### src/rtl/b_vpe_tm.sv
// Time-multiplexed variable processing element: accumulates a signed literal vote and
// a clause-satisfaction flag over NSLICE beats, then greedily updates the variable bit.
module b_vpe_tm #(
  parameter int NCLAUSE = 32,
  parameter int NSLICE  = 4,
  parameter int SUM_W   = $clog2(NCLAUSE*NSLICE+1)+1
) (
  input  logic                    CLK,
  input  logic                    RESET_N,
  input  logic                    START,
  input  logic                    EVAL_ONLY,
  input  logic                    VAR_STATE,
  input  logic                    V_PRE,
  input  logic                    SLICE_VALID,
  output logic                    SLICE_READY,
  input  logic [NCLAUSE-1:0]      C0,
  input  logic [NCLAUSE-1:0]      C1,
  input  logic                    SATISFY_UP,
  input  logic                    SATISFY_LEFT,
  output logic                    BUSY,
  output logic                    DONE,
  output logic                    FLIP,
  output logic                    VI_BUS,
  output logic signed [SUM_W-1:0] SUM,
  output logic                    SATISFY
);

  localparam int CNT_W = $clog2(NSLICE+1);

  typedef enum logic [1:0] {IDLE, ACCUM, UPDATE, FINISH} state_t;

  state_t                  state, state_next;
  logic [CNT_W-1:0]        slice_cnt;
  logic                    sat_acc;
  logic                    eval_only_q;
  logic                    flip_q;
  logic                    vi;
  logic signed [SUM_W-1:0] sum_q;
  logic signed [SUM_W-1:0] slice_vote;
  logic                    slice_sat;
  logic                    beat;
  logic                    last_beat;
  logic                    vi_next;

  assign beat      = (state == ACCUM) && SLICE_VALID;
  assign last_beat = (slice_cnt == CNT_W'(NSLICE-1));

  always_ff @(posedge CLK or negedge RESET_N) begin
    if (!RESET_N) state <= IDLE;
    else          state <= state_next;
  end

  always_comb begin
    state_next = state;
    case (state)
      IDLE:    if (START) state_next = ACCUM;
      ACCUM:   if (beat && last_beat) state_next = UPDATE;
      UPDATE:  state_next = FINISH;
      FINISH:  state_next = IDLE;
      default: state_next = IDLE;
    endcase
  end

  // Each present clause votes toward satisfying its own literal.
  always_comb begin
    slice_vote = '0;
    for (int i = 0; i < NCLAUSE; i++) begin
      if (C0[i]) begin
        if (C1[i]) slice_vote = slice_vote - SUM_W'(1);
        else       slice_vote = slice_vote + SUM_W'(1);
      end
    end
  end

  assign slice_sat = &(~C0 | (C1 ^ {NCLAUSE{vi}}));

  always_comb begin
    vi_next = vi;
    if (!eval_only_q) begin
      if (sum_q[SUM_W-1])    vi_next = 1'b0;
      else if (sum_q != '0)  vi_next = 1'b1;
    end
  end

  always_ff @(posedge CLK or negedge RESET_N) begin
    if (!RESET_N) begin
      vi          <= 1'b0;
      sum_q       <= '0;
      sat_acc     <= 1'b0;
      slice_cnt   <= '0;
      eval_only_q <= 1'b0;
      flip_q      <= 1'b0;
    end else begin
      case (state)
        IDLE: begin
          if (VAR_STATE) vi <= V_PRE;
          if (START) begin
            sum_q       <= '0;
            sat_acc     <= 1'b1;
            slice_cnt   <= '0;
            eval_only_q <= EVAL_ONLY;
          end
        end
        ACCUM: begin
          if (SLICE_VALID) begin
            sum_q     <= sum_q + slice_vote;
            sat_acc   <= sat_acc & slice_sat;
            slice_cnt <= slice_cnt + CNT_W'(1);
          end
        end
        UPDATE: begin
          vi     <= vi_next;
          flip_q <= vi_next ^ vi;
        end
        FINISH:  flip_q <= 1'b0;
        default: ;
      endcase
    end
  end

  assign SLICE_READY = (state == ACCUM);
  assign BUSY        = (state != IDLE);
  assign DONE        = (state == FINISH);
  assign FLIP        = (state == FINISH) && flip_q;
  assign VI_BUS      = vi;
  assign SUM         = sum_q;
  assign SATISFY     = sat_acc & SATISFY_UP & SATISFY_LEFT;

endmodule

### config.mk
export PLATFORM = sky130hd
export DESIGN_NAME = b_vpe_tm
export DESIGN_NICKNAME = d
export VERILOG_FILES = /design/src/rtl/b_vpe_tm.sv
export SDC_FILE = /design/constraint.sdc
export NUM_CORES = 1
export LEC_CHECK = 0
export BUFFER_PORTS_ARGS = -buffer_cell sky130_fd_sc_hd__buf_2
export CORE_MARGIN = 8
export CORE_UTILIZATION = 60
export DETAILED_ROUTE_END_ITERATION = 10
export PLACE_DENSITY = 0.88
export SYNTH_ARGS = -nofsm -noshare
export SYNTH_HDL_FRONTEND = slang
export SYNTH_SLANG_ARGS = --single-unit
### constraint.sdc
create_clock -name CLK -period 6.8 [get_ports CLK]
set_clock_uncertainty 0.1 [all_clocks]
set_input_delay 0 -clock CLK [delete_from_list [all_inputs] [get_ports CLK]]
set_output_delay 0 -clock CLK [all_outputs]
set_load 0.02 [all_outputs]
==> metrics.csv, run 1 <==
stage;metric;value;unit
outcome;status;aborted with a tool error;
logic_synthesis;yosys_most_used_dff;dfrtp_1;
clock_network;clockBufferDepth;2;
clock_network;cts_resized;297;
clock_network;h-tree-depth;1;
logic_synthesis;synth_fp_nets;2448;
logic_synthesis;avgSynthCellArea;7.34;µm²
logic_synthesis;synthCells;2118;
clock_network;ctsRootBufferMaster;clkbuf_16;
outcome;first-error;[ERROR DPL-0033] detailed placement checks failed during check placement.;
placement;io_buffers;87;
clock_network;numCtsBuffers;3;
logic_synthesis;yosysUniqueCellTypes;95;
clock_network;cts_hold_buf;3;
outcome;stop_stage;clock tree synthesis;
clock_network;cts.sinks;18;
floorplan;die_w;177;µm
logic_synthesis;async_flop_share;100;%
logic_synthesis;syn_area;15500;µm²
clock_network;cts_setup_buffers;151;
logic_synthesis;seq_area_frac_synth;2.90;%
floorplan;die_h;177;µm
logic_synthesis;synth_edf_count;0;
placement;gp_congestion;0.995;
floorplan;initial_core_util;60.3;%
logic_synthesis;ys_ff_latch;18;
floorplan;ios;88;
floorplan;rows;59;
logic_synthesis;ys_warn_count;0;
placement;dp_cells;3168;
placement;dp_hpwl;55.2;mm
-- logic make-up after synthesis --
group,Yosys count,share of synthesized area [%]
buf+inv,227,5.60
xor+xnor,293,18.2
mux,56,3.87
compound gates,693,29.8
simple gates,574,17.3
fa+ha+maj,257,22.3
flops,18,2.90
-- through the flow --
stage	TNS (ps)	area (µm²)	worst slack [ps]	utilization, %	hold WS, ps
after floorplan	-140650	16300	-19180	-	-396
after global placement	-151310	22200	-20480	86.0	-160
after detailed placement	-165410	22200	-22570	86.0	-154
-- cells in the mapped netlist, types with 28 or more instances --
| library cell | n | area [µm²] |
|---|---|---|
| ha_1 | 223 | 2790 |
| xnor2_1 | 215 | 1880 |
| a21oi_1 | 207 | 1040 |
| nand2_1 | 197 | 739 |
| nor2_1 | 148 | 556 |
| inv_1 | 142 | 533 |
| o21ai_0 | 100 | 500 |
| a21o_1 | 62 | 465 |
| o21bai_1 | 62 | 465 |
| clkbuf_1 | 61 | 229 |
| xor2_1 | 58 | 508 |
| nor3_1 | 41 | 205 |
| nand3_1 | 40 | 200 |
| fa_1 | 34 | 681 |
| mux2_2 | 33 | 372 |
| o21a_1 | 33 | 248 |
| nand2b_1 | 28 | 175 |
==> inputs of run 2 (changes only) <==
--- a/config.mk
+++ b/config.mk
@@ -7,9 +7,9 @@
 export LEC_CHECK = 0
 export BUFFER_PORTS_ARGS = -buffer_cell sky130_fd_sc_hd__buf_2
 export CORE_MARGIN = 8
-export CORE_UTILIZATION = 60
+export CORE_UTILIZATION = 40
 export DETAILED_ROUTE_END_ITERATION = 10
-export PLACE_DENSITY = 0.88
+export PLACE_DENSITY_LB_ADDON = 0.15
 export SYNTH_ARGS = -nofsm -noshare
 export SYNTH_HDL_FRONTEND = slang
 export SYNTH_SLANG_ARGS = --single-unit
==> run 2 against run 1 <==
Against the previous run:
- the flow now finishes, with violations (negative setup slack)
- area after synthesis did not move
- synthesized cell count unchanged
==> metrics.csv, run 2 <==
stage;metric;value;unit;change
outcome;status;finished, violations left;;was aborted with a tool error
outcome;violations;negative setup slack;;
logic_synthesis;yosysUniqueCellTypes;95;;unchanged
logic_synthesis;synth.area.top_cells;ha_1 (18%), xnor2_1 (12%), a21oi_1 (6.7%), nand2_1 (4.8%), fa_1 (4.4%);;unchanged
worst_setup_path;crit_path_frequent_cell;ha_4;;
drt;route.met2.wl;29.1;mm;
grt;track_usage;23.9;%;
logic_synthesis;netlist.area_leader.share;17.9;%;unchanged
floorplan;initial_core_util;40.4;%;was 60.3%
sta;rsz0062_at_grt;yes;;
logic_synthesis;async_flop_share;100;%;unchanged
sta;slew_violations;0;;
layout;largest_reg_flops;9;;
grt;antenna_found_initial;3;;
worst_setup_path;crit_path_end_kind;flip-flop;;
logic_synthesis;synth_common_cells;ha_1 (223), xnor2_1 (215), a21oi_1 (207);;unchanged
worst_setup_path;path_class;input pin to flip-flop;;
drt;vias;19200;;
sta;final-hold-violation-count;0;;
clock_network;cts.sinks;18;;unchanged
sta;fin_crit_sh;395;%;
worst_setup_path;slowest_delay;550;ps;
layout;drive_gt1_share;45.8;%;
layout;final_common_cell;buf_4;;
drt;drc;0;;
floorplan;dieArea;45400;µm²;
logic_synthesis;seq_area_frac_synth;2.90;%;unchanged
logic_synthesis;yosys_most_used_dff;dfrtp_1;;unchanged
grt;grt_pass1_wl;92.5;mm;
drt;top_layer_used;met5;;
worst_setup_path;cp_slowest_cell;fa_1;;
drt;vias_per_cell;5.40;;
sta;fmax;37.2;MHz;
floorplan;die_h;213;µm;was 177 µm
worst_setup_path;critPathLaunchType;input pin;;
clock_network;cts_tree;built;;
drt;drtPass1Iterations;5;;
logic_synthesis;synth_edf_count;0;;unchanged
drt;wl_met1;24.4;mm;
worst_setup_path;required;6830;ps;
logic_synthesis;yosysMostFrequentCell;ha_1;;unchanged
logic_synthesis;syn_area;15500;µm²;unchanged
drt;drtIter0Drc;973;;
sta;max_slew_margin;42.9;%;
clock_network;clk_pin_slew;50;ps;
worst_setup_path;critical_path.max_fanout;7;;
sta;worst_slack;-20060;ps;
drt;wl_per_cell;16.1;µm;
layout;final_cell_mix;buf_4 (893), nand2_1 (189), xnor2_1 (174), ha_1 (149);;
placement;io_buffers;87;;unchanged
worst_setup_path;cp.arrival;26880;ps;
floorplan;core;38500;µm²;
logic_synthesis;ys_ff_latch;18;;unchanged
layout;area_growth;64.6;%;
grt;grt_max_degree;32;;
layout;final_core_util;66.5;%;
clock_network;h-tree-depth;1;;unchanged
floorplan;ios;88;;unchanged
drt;wl_met3;2.04;mm;
layout;layout.nets;3364;;
logic_synthesis;avgSynthCellArea;7.34;µm²;unchanged
floorplan;rows;72;;was 59
grt;grt_overflow_total;0;;
job;cap_violations;0;;
min_path;worstHoldPathType;input pin to flip-flop;;
sta;tightest_slew;856;ps;
logic_synthesis;synthCells;2118;;unchanged
layout;fill_cells;3205;;
sta;post-route-min-period;26860;ps;
logic_synthesis;synth_fp_nets;2448;;unchanged
clock_network;numCtsBuffers;3;;unchanged
clock_network;ctsRootBufferMaster;clkbuf_16;;unchanged
grt;grt_pass1_vias;19700;;
drt;ant_nets;0;;
clock_network;clk_latency;250;ps;
floorplan;die_w;213;µm;was 177 µm
drt;drt_wl_total;57.0;mm;
logic_synthesis;ys_warn_count;0;;unchanged
sta;setup_viol;8;;
logic_synthesis;synth_largest_area_cell;ha_1;;unchanged
placement;gp_congestion;0.889;;was 0.995
placement;dp_hpwl;45.4;mm;was 55.2 mm
clock_network;clockBufferDepth;2;;unchanged
==> run 2: cell counts after synthesis <==
No cell type changed its count.
==> run 2: through the flow <==
step / instance area, µm² / worst slack (ps) / hold WS, ps / setup TNS (ps) / cells
floorplan: 16300 / -19180 / -396 / -140650 / 2118
global placement: 22900 / -20950 / -154 / -154030 / 3415
detailed placement: 22900 / -21340 / -150 / -157280 / 3415
CTS: 24400 / -19710 / 23.4 / -148060 / 3514
global route: 25600 / -21350 / 37.5 / -158600 / 3552
finish: 25600 / -20060 / 24.6 / -149280 / 3552
==> run 2: cells by family (layout without fill, tap and decap cells) <==
group / count (synthesis) / in the layout / share of synthesized area (%)
adder cells (fa/ha/maj): 257 / 257 / 22.3
XOR/XNOR: 293 / 293 / 18.2
AO/OA/AOI/OAI: 693 / 693 / 29.8
multiplexers: 56 / 56 / 3.87
buffers and inverters: 227 / 1142 / 5.60
other: 0 / 1 / 0
AND/OR/NAND/NOR: 574 / 574 / 17.3
flip-flops: 18 / 18 / 2.90
==> run 2: layout make-up <==
cell class	count	area, µm²	area share, %
diodes	1	2.50	0.00978
well taps	518	648	2.53
inverters	149	564	2.20
flip-flops and latches	18	452	1.76
multi-input cells	1873	16600	64.8
clock buffers	4	78.8	0.308
repair buffers	989	7260	28.4
==> run 2: worst paths after layout <==
kind	from	endpoint	slack, ps	cells past startpoint
worst max-delay path	C0[0]	SUM[8]	-20060	152
worst min-delay path	START	eval_only_q	20	3
worst max register to register	SUM[0]	SUM[8]	3770	17
worst min register to register	slice_cnt[2]	slice_cnt[2]	390	2
max in group asynchronous	RESET_N	VI_BUS	6190	2
min in group asynchronous	RESET_N	flip_q	110	2
==> run 2: worst max-delay path: cells and delay by family <==
family                     cells  cell delay [ps]
AOI/OAI and AO/OA             48             7430
xor gates and xnor gates      22             3160
adders and majority gates     33             9640
buffers and inverters         12              950
muxes                          1              270
and+or+nand+nor               36             5340
==> run 2: timing repair <==
item / CTS / global route
endpoints found under the hold margin: 20 / 0
resized for setup: 123 / 159
pin swaps: 89 / 119
setup buffers: 92 / 37
endpoints found under the setup margin: 8 / 8
hold buffers: 3 / 0
==> run 2: routing by layer <==
| metal | global-route usage (%) | vias to the layer above |
|---|---|---|
| li1 | - | 9504 |
| met1 | 29.1 | 9162 |
| met2 | 45.4 | 396 |
| met3 | 1.14 | 117 |
| met4 | 5.48 | 2 |
| met5 | 0 | - |
Power of run 2 is left out: the tool's default activity adds up to more than one toggle a clock period on the data nets, which glitch-free logic cannot reach.
